[src/rtl/imm_decode_ctrl.sv]
`default_nettype none
// ============================================================================
// Module      : imm_decode_ctrl
// Description : RV32I immediate/rd decoder feeding a 2-entry in-order buffer
//               with valid/ready handshakes, flush and illegal-opcode counting.
// Revision    : 1.0 - initial release
// ============================================================================
module imm_decode_ctrl #(
    parameter int DROP_ILLEGAL = 0
) (
    input  logic        clk,
    input  logic        reset,
    input  logic        in_valid,
    output logic        in_ready,
    input  logic [31:0] instruction,
    input  logic [31:0] pc,
    input  logic        flush,
    output logic        out_valid,
    input  logic        out_ready,
    output logic [31:0] out_imm,
    output logic [2:0]  out_imm_sel,
    output logic [31:0] out_pc,
    output logic [4:0]  out_rd,
    output logic        illegal,
    output logic [7:0]  illegal_cnt
);

    localparam logic [2:0] c_sel_i   = 3'd0;
    localparam logic [2:0] c_sel_s   = 3'd1;
    localparam logic [2:0] c_sel_b   = 3'd2;
    localparam logic [2:0] c_sel_u   = 3'd3;
    localparam logic [2:0] c_sel_j   = 3'd4;
    localparam logic [2:0] c_sel_r   = 3'd5;
    localparam logic [2:0] c_sel_ill = 3'd7;
    localparam logic [7:0] c_cnt_max = 8'hFF;

    typedef enum logic [1:0] {
        ST_EMPTY = 2'd0,
        ST_ONE   = 2'd1,
        ST_FULL  = 2'd2
    } state_t;

    typedef struct packed {
        logic [31:0] imm;
        logic [2:0]  sel;
        logic [31:0] pc;
        logic [4:0]  rd;
        logic        ill;
    } entry_t;

    state_t      r_state;
    entry_t      r_head;
    entry_t      r_tail;
    logic [7:0]  r_cnt;

    entry_t      w_new;
    logic [6:0]  w_opcode;
    logic        w_push;
    logic        w_pop;
    logic        w_store;

    assign w_opcode = instruction[6:0];

    always_comb begin
        w_new     = '0;
        w_new.pc  = pc;
        w_new.sel = c_sel_ill;
        w_new.ill = 1'b0;
        case (w_opcode)
            7'b0010011, 7'b0000011, 7'b1100111, 7'b1110011: begin
                w_new.sel = c_sel_i;
                w_new.imm = {{20{instruction[31]}}, instruction[31:20]};
                w_new.rd  = instruction[11:7];
            end
            7'b0100011: begin
                w_new.sel = c_sel_s;
                w_new.imm = {{20{instruction[31]}}, instruction[31:25], instruction[11:7]};
            end
            7'b1100011: begin
                w_new.sel = c_sel_b;
                w_new.imm = {{19{instruction[31]}}, instruction[31], instruction[7],
                             instruction[30:25], instruction[11:8], 1'b0};
            end
            7'b0110111, 7'b0010111: begin
                w_new.sel = c_sel_u;
                w_new.imm = {instruction[31:12], 12'b0};
                w_new.rd  = instruction[11:7];
            end
            7'b1101111: begin
                w_new.sel = c_sel_j;
                w_new.imm = {{11{instruction[31]}}, instruction[31], instruction[19:12],
                             instruction[20], instruction[30:21], 1'b0};
                w_new.rd  = instruction[11:7];
            end
            7'b0110011: begin
                w_new.sel = c_sel_r;
                w_new.rd  = instruction[11:7];
            end
            default: begin
                w_new.sel = c_sel_ill;
                w_new.ill = 1'b1;
            end
        endcase
    end

    assign in_ready  = (r_state != ST_FULL);
    assign out_valid = (r_state != ST_EMPTY);
    assign w_push    = in_valid && in_ready;
    assign w_pop     = out_valid && out_ready;
    // Dropped illegal instructions complete the handshake but never occupy a slot.
    assign w_store   = w_push && !((DROP_ILLEGAL != 0) && w_new.ill);

    always_ff @(posedge clk) begin
        if (reset) begin
            r_state <= ST_EMPTY;
            r_head  <= '0;
            r_tail  <= '0;
            r_cnt   <= 8'd0;
        end else if (flush) begin
            r_state <= ST_EMPTY;
            r_head  <= '0;
            r_tail  <= '0;
        end else begin
            if (w_push && w_new.ill && (r_cnt != c_cnt_max)) begin
                r_cnt <= r_cnt + 8'd1;
            end
            case (r_state)
                ST_EMPTY: begin
                    if (w_store) begin
                        r_head  <= w_new;
                        r_state <= ST_ONE;
                    end
                end
                ST_ONE: begin
                    if (w_store && w_pop) begin
                        r_head <= w_new;
                    end else if (w_store) begin
                        r_tail  <= w_new;
                        r_state <= ST_FULL;
                    end else if (w_pop) begin
                        // Head is cleared so data outputs read zero while empty.
                        r_head  <= '0;
                        r_state <= ST_EMPTY;
                    end
                end
                ST_FULL: begin
                    if (w_pop) begin
                        r_head  <= r_tail;
                        r_tail  <= '0;
                        r_state <= ST_ONE;
                    end
                end
                default: begin
                    r_state <= ST_EMPTY;
                    r_head  <= '0;
                    r_tail  <= '0;
                end
            endcase
        end
    end

    assign out_imm     = r_head.imm;
    assign out_imm_sel = r_head.sel;
    assign out_pc      = r_head.pc;
    assign out_rd      = r_head.rd;
    assign illegal     = r_head.ill;
    assign illegal_cnt = r_cnt;

endmodule
`default_nettype wire

[config.mk]
export PLATFORM = sky130hd
export DESIGN_NAME = imm_decode_ctrl
export DESIGN_NICKNAME = d
export VERILOG_FILES = /design/src/rtl/imm_decode_ctrl.sv
export SDC_FILE = /design/constraint.sdc
export NUM_CORES = 1
export LEC_CHECK = 0
export CAP_MARGIN = 20
export CORE_ASPECT_RATIO = 0.75
export CORE_UTILIZATION = 47
export DETAILED_ROUTE_END_ITERATION = 8
export HOLD_SLACK_MARGIN = 0.12
export PLACE_DENSITY_LB_ADDON = 0.05
export SLEW_MARGIN = 20
export SYNTH_ARGS = -nofsm -noshare
export SYNTH_HDL_FRONTEND = slang
export SYNTH_SLANG_ARGS = --single-unit
export TNS_END_PERCENT = 5
[constraint.sdc]
create_clock -name clk -period 1.7 [get_ports clk]
set_clock_uncertainty 0.05 [all_clocks]
set_input_delay 0.17 -clock clk [delete_from_list [all_inputs] [get_ports clk]]
set_output_delay 0.17 -clock clk [all_outputs]
set_load 0.01 [all_outputs]
==> impl_results.md <==
- Synth top area share: 0.421
- Clk Tree Root Cell: clkbuf_16
- Final number of max-transition violations: 0
- IO Pins: 152
- Slowest-stage cell, CP: clkdlybuf4s50_1
- Mapped Area: 7430 um^2
- Critical Path End Type: flip-flop
- DR WL/cell: 18.4 um
- Min-delay src: pc[28]
- Most common cell after layout, fill and taps aside: dfxtp_1
- Slew of the pin with the lowest slew margin: 0.429 ns
- CP peak stage delay: 0.50 ns
- Port-buffer cells: 151
- Worst setup path class: primary input to flip-flop
- Crit path max-delay family: buffers and inverters
- Worst Setup SP: instruction[3]
- Maximum fanout along the worst path: 8
- Cell breakdown of the critical path: clkdlybuf4s50_1 > nor4bb_2 > buf_4 > buf_6 > a22o_4 > buf_4 > nor4_1 > xnor2_1 > nor2_1
- Placed cell area: 9700 um^2
- CTS Hold Bufs: 0
- WHS Path Cells: 3
- GPL Wtd Cong: 0.899
- Dpl hpwl: 15900 um
- Commonest non-fill, non-tap cells in the layout: dfxtp_1 (148), clkdlybuf4s50_1 (139), a21oi_1 (96), buf_4 (87), nand2_1 (82)
- Die Wd: 147 um
- Clock sink count: 156
- Peak supply drop: 0.000689 V
- Routed wire length: 24000 um
- Final setup vio count: 2
- Final instance area: 10600 um^2
- Clk Latency, worst-skew pair: 0.43 ns
- RSZ-0062 raised after global routing: true
- Buf/Inv on CP: 4
- Status: finished, violations left
- Max transition margin: 0.714
- Seq cells post-synth: 156
- Synth warn: 0
- Area growth syn-to-layout: 42.5%
- Cell depth of the worst setup path: 9
- First-pass GRT wire length: 37400 um
- Fraction of registers with async set/reset: 0
- Nets: 1155
- Clock-pin slew on the worst setup and hold paths: 0.06 ns
- R2r worst-path depth: 8
- Placed instance count: 1269
- Largest net degree at the start of global routing: 40
- Crit-path most repeated cell: buf_4
- Leakage: 4.00 nW
- Cts bufs inserted: 17
- Tot GR Track Use: 0.288
- Final worst setup slack: -0.0287 ns
- Pre-antenna DRT Iters: 6
- Top achievable clock speed: 578 MHz
- Initial DRC count: 832
- Overall Power: 8.96 mW
- Die area: 16300 um^2
- Fin crit share: 1.02
- Synth area leaders: dfxtp_1 (42%), a21oi_1 (6.5%), o21ai_0 (4.6%)
- Share of cells above drive strength 1: 0.175
- Failing checks: setup timing
- DRT antenna net count: 0
- CTS tree: built
- Final Instance Count excl. Fillers: 1303
- Worst hold path class: primary input to flip-flop
- DR vias/cell: 6.04
- Row cnt: 39
- Core area: 15300 um^2
- Post-synthesis net count: 973
- PD cells: 847 nW/um^2
- Max cap viols: 0
- Most common flop cell mapped by yosys: dfxtp_1
- Final Hold Fails: 0
- DRC: 0
- Number of synthesized flops with an enable pin: 0
- Vias: 7866
- N_diodes: 0
- Synthesized area per cell: 8.22 um^2
- Synth cell types: 59
- Setup TNS: -0.0340 ns
- Gate Count Post-Synth: 903
- Crit start category: primary input
- Seq/Total Area, Yosys: 0.421
- Die outline height: 111 um
- Max Root-Sink Buffers: 2
- Initial Util: 0.485
- Setup WS pre-CTS: -0.688 ns
- Antenna violations before repair: 0
- Crit path arrival time: 2.00 ns
- Gr ovfl total: 0
- Fin crit period: 1.73 ns
- Vias in the first global route: 6987
- Worst EP required: 1.97 ns
- H-tree levels: 4
- Reg-to-reg startpoint: r_state[0]
- Top cell type by total area after synthesis: dfxtp_1
## per-layer routing
metal,vias to the layer above,global-route usage,wire length (um)
li1,3746,-,-
met4,0,0.0763,214
met2,418,0.409,10300
met1,3677,0.432,11200
met5,-,0,0
met3,25,0.0650,2300
## cell families (layout without fill, tap and decap cells)
group / after synthesis / count (layout) / share of synthesized area
AO/OA/AOI/OAI: 348 / 348 / 0.325
XOR/XNOR: 5 / 5 / 0.00590
adder cells (fa/ha/maj): 1 / 1 / 0.00168
buffers and inverters: 104 / 299 / 0.0573
flip-flops: 156 / 156 / 0.421
multiplexers: 4 / 4 / 0.00573
AND/OR/NAND/NOR: 285 / 285 / 0.184
## stage by stage
stage          utilization  hold slack, ns
3_3_place_gp         0.633           0.378
6_report             0.691           0.284
4_1_cts              0.677           0.260
5_1_grt              0.691           0.291
3_5_place_dp         0.633           0.383
2_1_floorplan            -           0.219
## area by class of cell
cell class,count,area (um^2)
well taps,205,256
inverters,14,55.1
multi-input cells,643,4070
clock inverters,13,190
repair buffers,253,2440
fillers,1252,4740
flip-flops and latches,156,3140
clock buffers,19,433
## synth_stat cells, types with 4 or more instances
| cell type | count |
|---|---|
| a21boi_0 | 8 |
| a21oi_1 | 97 |
| a221o_1 | 11 |
| a222oi_1 | 28 |
| a22o_1 | 23 |
| a22oi_1 | 26 |
| a311oi_1 | 5 |
| a31oi_1 | 8 |
| a32o_1 | 24 |
| a32oi_1 | 13 |
| and2_1 | 5 |
| and3_1 | 16 |
| buf_2 | 12 |
| clkbuf_1 | 70 |
| dfxtp_1 | 156 |
| inv_1 | 11 |
| nand2_1 | 84 |
| nand2b_1 | 5 |
| nand3_1 | 44 |
| nand3b_1 | 9 |
| nor2_1 | 80 |
| nor2b_1 | 15 |
| nor3_1 | 9 |
| o211ai_1 | 21 |
| o21ai_0 | 68 |
| xnor2_1 | 4 |
## repair_timing
item | 4_1_cts | 5_1_grt
pin swaps | 2 | 12
setup buffers | 0 | 1
resized for setup | 16 | 65
gates cloned | 0 | 1
setup endpoints to repair | 44 | 110
## worst paths after layout
path              slack (ns)              to
hold / removal          0.28      r_tail[34]
hold reg to reg         0.39      r_tail[53]
setup reg to reg        0.02  illegal_cnt[5]
setup / recovery       -0.03  illegal_cnt[5]
## sequential cells by signal, summed over array words and instances (netlist names)
| name | count |
|---|---|
| out_rd | 5 |
| out_imm | 32 |
| out_pc | 32 |
| illegal_cnt | 8 |
| r_state | 2 |
| illegal | 1 |
| out_imm_sel | 3 |
| r_tail | 73 |
## tightest hold or removal path, delay by kind of cell
kind,cells,cell delay (ns)
AOI/OAI and AO/OA,1,0.06
and+or+nand+nor,1,0.07
buffers and inverters,1,0.41
## power breakdown
| group | internal, mW | switching [mW] |
|---|---|---|
| registers | 3.70 | 0.0351 |
| clock network | 2.47 | 1.60 |
| logic | 0.545 | 0.600 |
(Power assumes the default switching activity.)
==> RTL edit 1 (same settings) <==
Register the output `illegal_cnt` once more, with the module's reset; this adds one clock of latency there. The other outputs are not delayed to match.
--- a/src/rtl/imm_decode_ctrl.sv
+++ b/src/rtl/imm_decode_ctrl.sv
@@ -165,5 +165,11 @@
     assign out_rd      = r_head.rd;
     assign illegal     = r_head.ill;
-    assign illegal_cnt = r_cnt;
+    always_ff @(posedge clk) begin
+        if (reset) begin
+            illegal_cnt <= '0;
+        end else begin
+            illegal_cnt <= r_cnt;
+        end
+    end
 
 endmodule
Check against the original RTL: not equivalent (Yosys sat finds a counterexample within 4 cycles, from zero or initial values and one cycle with reset high).
==> RTL edit 1 against the unedited design <==
The flow still finishes with violations (negative setup slack); global-route usage increased by 0.096 points; count of clock-buffer cells in the layout decreased by 1; synthesized cell count rose by 1.0%; synthesized area up 2.7%; wire length grew 1.0%; clock power fell by 4%; critical path depth is 3 lower; first-iteration DRC count down 1.9%; cell area increased by 1.9%; setup slack improved by 18 ps; cell count up 1.3%; power up 0.11%; sequential share of layout area increased by 0.94 points; sequential cell count rose by 8; largest cell class unchanged; largest power group is now sequential cells.
==> RTL edit 1: results <==
[status]
status = "finished with violations"
violations = "negative setup slack"

[placed_design]
dp_slack_ps = -744
dp_hpwl_mm = 16.5
place_congestion = 0.841
place_inst = 1286

[synthesis]
yosysUniqueCellTypes = 63
synth_nets = 982
syn_area_per_cell_sq_um = 8.36
seq_area_frac_synth_pct = 43.1
synth_top_area_share_pct = 43.1
synthTopCellsByCount = "dfxtp_1 (164), a21oi_1 (97), nand2_1 (84)"
synthTopCellsByArea = "dfxtp_1 (43%), a21oi_1 (6.4%), o21ai_0 (4.3%)"

[sta]
layout_setup_ws_ps = -10.7
setup_viol = 1
tightest_slew_ps = 432

[worst_setup_path]
crit_path_end = "r_cnt[7]$_SDFFE_PP0P_"
r2r_cells = 7
reg2reg_slack_ps = 0
timing.rr.start = "r_cnt[0]$_SDFFE_PP0P_"

[power_and_ir_drop]
p_leak_nw = 4.11
ir_drop_uv = 702

[route]
drt-pass1-iter-count = 8
drt_wl_total_mm = 24.3
post_drt_via_cell_ratio = 6.01

[cells_and_area]
num-fill-cells = 1304

[global_routing]
grt_pass1_wl_mm = 38.2
==> RTL edit 1: cell count changes in the layout (fill, tap and decap cells not counted), sizes merged, moves of 3 or more <==
cell	before	now
a222oi	28	24
mux2	2	6
dfxtp	156	164
buf	102	111
a22oi	26	29
a32o	24	20
nor2b	15	22
clkbuf	21	18
a22o	24	28
==> RTL edit 1: worst min-delay path by stage <==
stage	startpoint	depth (start not counted)	slack, ps	endpoint
after floorplan	instruction[21]	2	220	r_tail[42]$_SDFFE_PP0P_
after global placement	r_tail[54]$_SDFFE_PP0P_	2	380	r_tail[54]$_SDFFE_PP0P_
after detailed placement	r_tail[58]$_SDFFE_PP0P_	2	380	r_tail[58]$_SDFFE_PP0P_
after CTS	out_ready	4	260	r_state[1]$_SDFFE_PP0P_
after global routing	pc[16]	3	280	r_tail[22]$_SDFFE_PP0P_
final	out_ready	4	280	r_state[1]$_SDFFE_PP0P_
==> RTL edit 1: area by class of cell <==
cell class	count	area share [%]
Multi-Input combinational cell	647	37.6
Inverter	13	0.476
Timing Repair Buffer	260	23.5
Sequential cell	164	30.6
Clock inverter	13	1.39
Tap cell	205	2.38
Clock buffer	18	4.07
==> RTL edit 1: worst max-delay path, stage by stage <==
cell	delay [ps]
clkdlybuf4s50_1	470
and4b_2	270
a22o_4	290
nor4_4	310
and2b_1	190
mux2_4	290
==> RTL edit 1: metal layers <==
layer  track usage, %  vias to the layer above  share of wire (%)
li1                 -                     3778                  -
met1             43.0                     3794                 47
met2             42.3                      347                 44
met3             6.14                       11                8.6
met4             6.46                        0               0.63
met5                0                        -                  0
==> RTL edit 1: logic make-up after synthesis <==
family,after synthesis,share of synthesized area (%)
AOI/OAI and AO/OA,344,31.2
xor gates and xnor gates,2,0.230
adders and majority gates,1,0.164
buffers and inverters,101,5.48
DFF,164,43.1
muxes,8,1.20
and+or+nand+nor,292,18.7
==> RTL edit 1: repair_timing <==
action / in CTS / in global routing
endpoints found under the setup margin: 28 / 78
pin swaps: 2 / 11
setup buffers: 1 / 2
resized for setup: 18 / 33
==> RTL edit 1: stage by stage <==
| stage | util, % | hold slack (ps) | area, sq um |
|---|---|---|---|
| floorplan | - | 219 | 7640 |
| global placement | 64.7 | 378 | 10000 |
| detailed placement | 64.7 | 383 | 10000 |
| CTS | 68.8 | 260 | 10700 |
| global route | 69.5 | 283 | 10800 |
| finish | 69.5 | 277 | 10800 |
==> RTL edit 1: where the power goes <==
part	total, W	internal (W)	leakage [nW]	switching (W)
Clock	0.00389	0.00222	0.277	0.00168
Sequential	0.00392	0.00389	1.33	0.0000341
Combinational	0.00115	0.000557	2.51	0.000593
==> RTL edit 2 (same settings) <==
Without the edit above. Set the localparam `c_cnt_max` to 8'h7F (it was 8'hFF).
--- a/src/rtl/imm_decode_ctrl.sv
+++ b/src/rtl/imm_decode_ctrl.sv
@@ -33,5 +33,5 @@
     localparam logic [2:0] c_sel_r   = 3'd5;
     localparam logic [2:0] c_sel_ill = 3'd7;
-    localparam logic [7:0] c_cnt_max = 8'hFF;
+    localparam logic [7:0] c_cnt_max = 8'h7F;
 
     typedef enum logic [1:0] {
Function: not settled (the Yosys comparison gave no result); the edit may change what the design does.
==> RTL edit 2 against the unedited design <==
The flow still finishes with violations (negative setup slack); synthesized area is 2.0% lower; largest cell class unchanged; core utilization is 2.0 points higher; cell area is 0.64% lower; wire length is 6.5% higher; combinational power is 5% higher; power is 0.84% higher; sequential cell count stayed put; largest power group unchanged; setup slack worse by 22 ps; critical path type is now flip-flop to flip-flop.
==> RTL edit 2: results <==
[synthesis]
yosys_warnings = 0
synthTopCellsByCount = "dfxtp_1 (156), a21oi_1 (100), nand2_1 (87)"
synth_nets = 923
seq_area_frac_synth_pct = 42.9
yosysUniqueCellTypes = 64
synthTopCellsByArea = "dfxtp_1 (43%), a21oi_1 (6.9%), nand2_1 (4.5%)"
syn_inst = 853
async_flop_share_pct = 0

[worst_setup_path]
crit_path_max_fanout = 10
r2r-end = "out_pc[29]$_SDFFE_PP0P_"
timing.rr.start = "r_state[1]$_SDFFE_PP0P_"
crit_arrival_ps = 2000
r2r_cells = 6
cp_slowest_stage_delay_ps = 430
crit_family = "compound AO/OA/AOI/OAI gates"
slowest_stage = "a222oi_1"

[cells_and_area]
top_register = "r_tail"
drive_above_1_share_pct = 17.6
num-fill-cells = 1132
antenna_cells = 0
nets = 1116
largest_reg_flops = 73
finalNonFillerCells = 1259

[status]
status = "finished with violations"
violations = "negative setup slack"

[placed_design]
dp_hpwl_mm = 17.1
place_inst = 1218
dp_slack_ps = -707
place_congestion = 0.939
io_buffers = 151

[sta]
relSlewSlack_pct = 46.9
setup_viol = 10
layout_setup_ws_ps = -51.2
slew_violations = 0
fin_hold_ws_ps = 284

[clocking]
clock_latency_ps = 420
cts_buffer_depth = 2
htreeDepth = 4

[route]
drtIter0Drc = 703
drt-pass1-iter-count = 7
post_drt_via_cell_ratio = 6.32
wl_per_cell_um = 20.3

[min_path]
hp-start = "in_valid"
hold_class = "input pin to flip-flop"
min_to = "r_state[1]$_SDFFE_PP0P_"

[global_routing]
grt_pass1_vias = 7721
grt_max_degree = 47
globalRouteTotalUtil_pct = 31.6
grt_pass1_wl_mm = 39.9

[power_and_ir_drop]
ir_drop_uv = 718
p_leak_nw = 3.86
RTL edit 2: power breakdown:
group	switching, W	total (W)	internal [W]
registers	0.0000405	0.00374	0.00370
clock network	0.00155	0.00408	0.00253
logic	0.000640	0.00121	0.000569
total	0.00223	0.00903	0.00681
RTL edit 2: metal layers:
metal | track usage, % | wire (um) | up-vias
li1 | - | - | 3625
met3 | 6.02 | 2060 | 35
met2 | 51.8 | 12000 | 412
met5 | 0 | 0 | -
met1 | 41.7 | 11200 | 3885
met4 | 11.3 | 312 | 0
RTL edit 2: how the worst max path moves through the flow:
stage                                  from                     endpoint  slack (ps)  cells after the start
global placement                   in_valid       out_pc[7]$_SDFFE_PP0P_        -570                      5
detailed placement                 in_valid      out_pc[29]$_SDFFE_PP0P_        -710                      5
global route        r_state[1]$_SDFFE_PP0P_     out_imm[28]$_SDFFE_PP0P_        -110                      6
floorplan           r_state[1]$_SDFFE_PP0P_  illegal_cnt[5]$_SDFFE_PP0P_          10                      9
finish              r_state[1]$_SDFFE_PP0P_      out_pc[29]$_SDFFE_PP0P_         -50                      6
CTS                 r_state[0]$_SDFFE_PP0P_                    out_valid        -180                      4
RTL edit 2: area by class of cell:
| cell class | instances | area (sq um) | area share, % |
|---|---|---|---|
| clock inverter | 11 | 166 | 1.58 |
| multi-input combinational | 608 | 3910 | 37.2 |
| tap | 200 | 250 | 2.38 |
| sequential | 156 | 3130 | 29.8 |
| clock buffer | 21 | 460 | 4.38 |
| timing repair buffer | 257 | 2570 | 24.4 |
| inverter | 6 | 25.0 | 0.238 |
RTL edit 2: per-stage QoR:
stage	cell area, sq um	setup TNS [ps]
after floorplan	7280	0
after global placement	9560	-49040
after detailed placement	9560	-55730
after CTS	10300	-245
after global routing	10500	-2650
final	10500	-211
RTL edit 2: cell families (layout without fill, tap and decap cells):
kind of cell	count (synthesis)	after routing	share of synthesized area (%)
flip-flops	156	156	42.9
AO/OA/AOI/OAI	311	311	30.6
buffers and inverters	89	295	5.59
multiplexers	9	9	1.51
XOR/XNOR	2	2	0.241
adder cells (fa/ha/maj)	1	1	0.172
AND/OR/NAND/NOR	285	285	19.0
RTL edit 2: timing repair:
item | 4_1_cts | 5_1_grt
hold buffers | 0 | 0
cloned | 1 | 1
pin swaps | 6 | 9
setup buffers | 3 | 4
gates resized for setup | 29 | 32
setup endpoints to repair | 93 | 124
RTL edit 2: tightest hold or removal path, cell delays in order:
cell           delay (ps)
dlygate4sd2_1         330
a21oi_1               160
nor3_1                 50
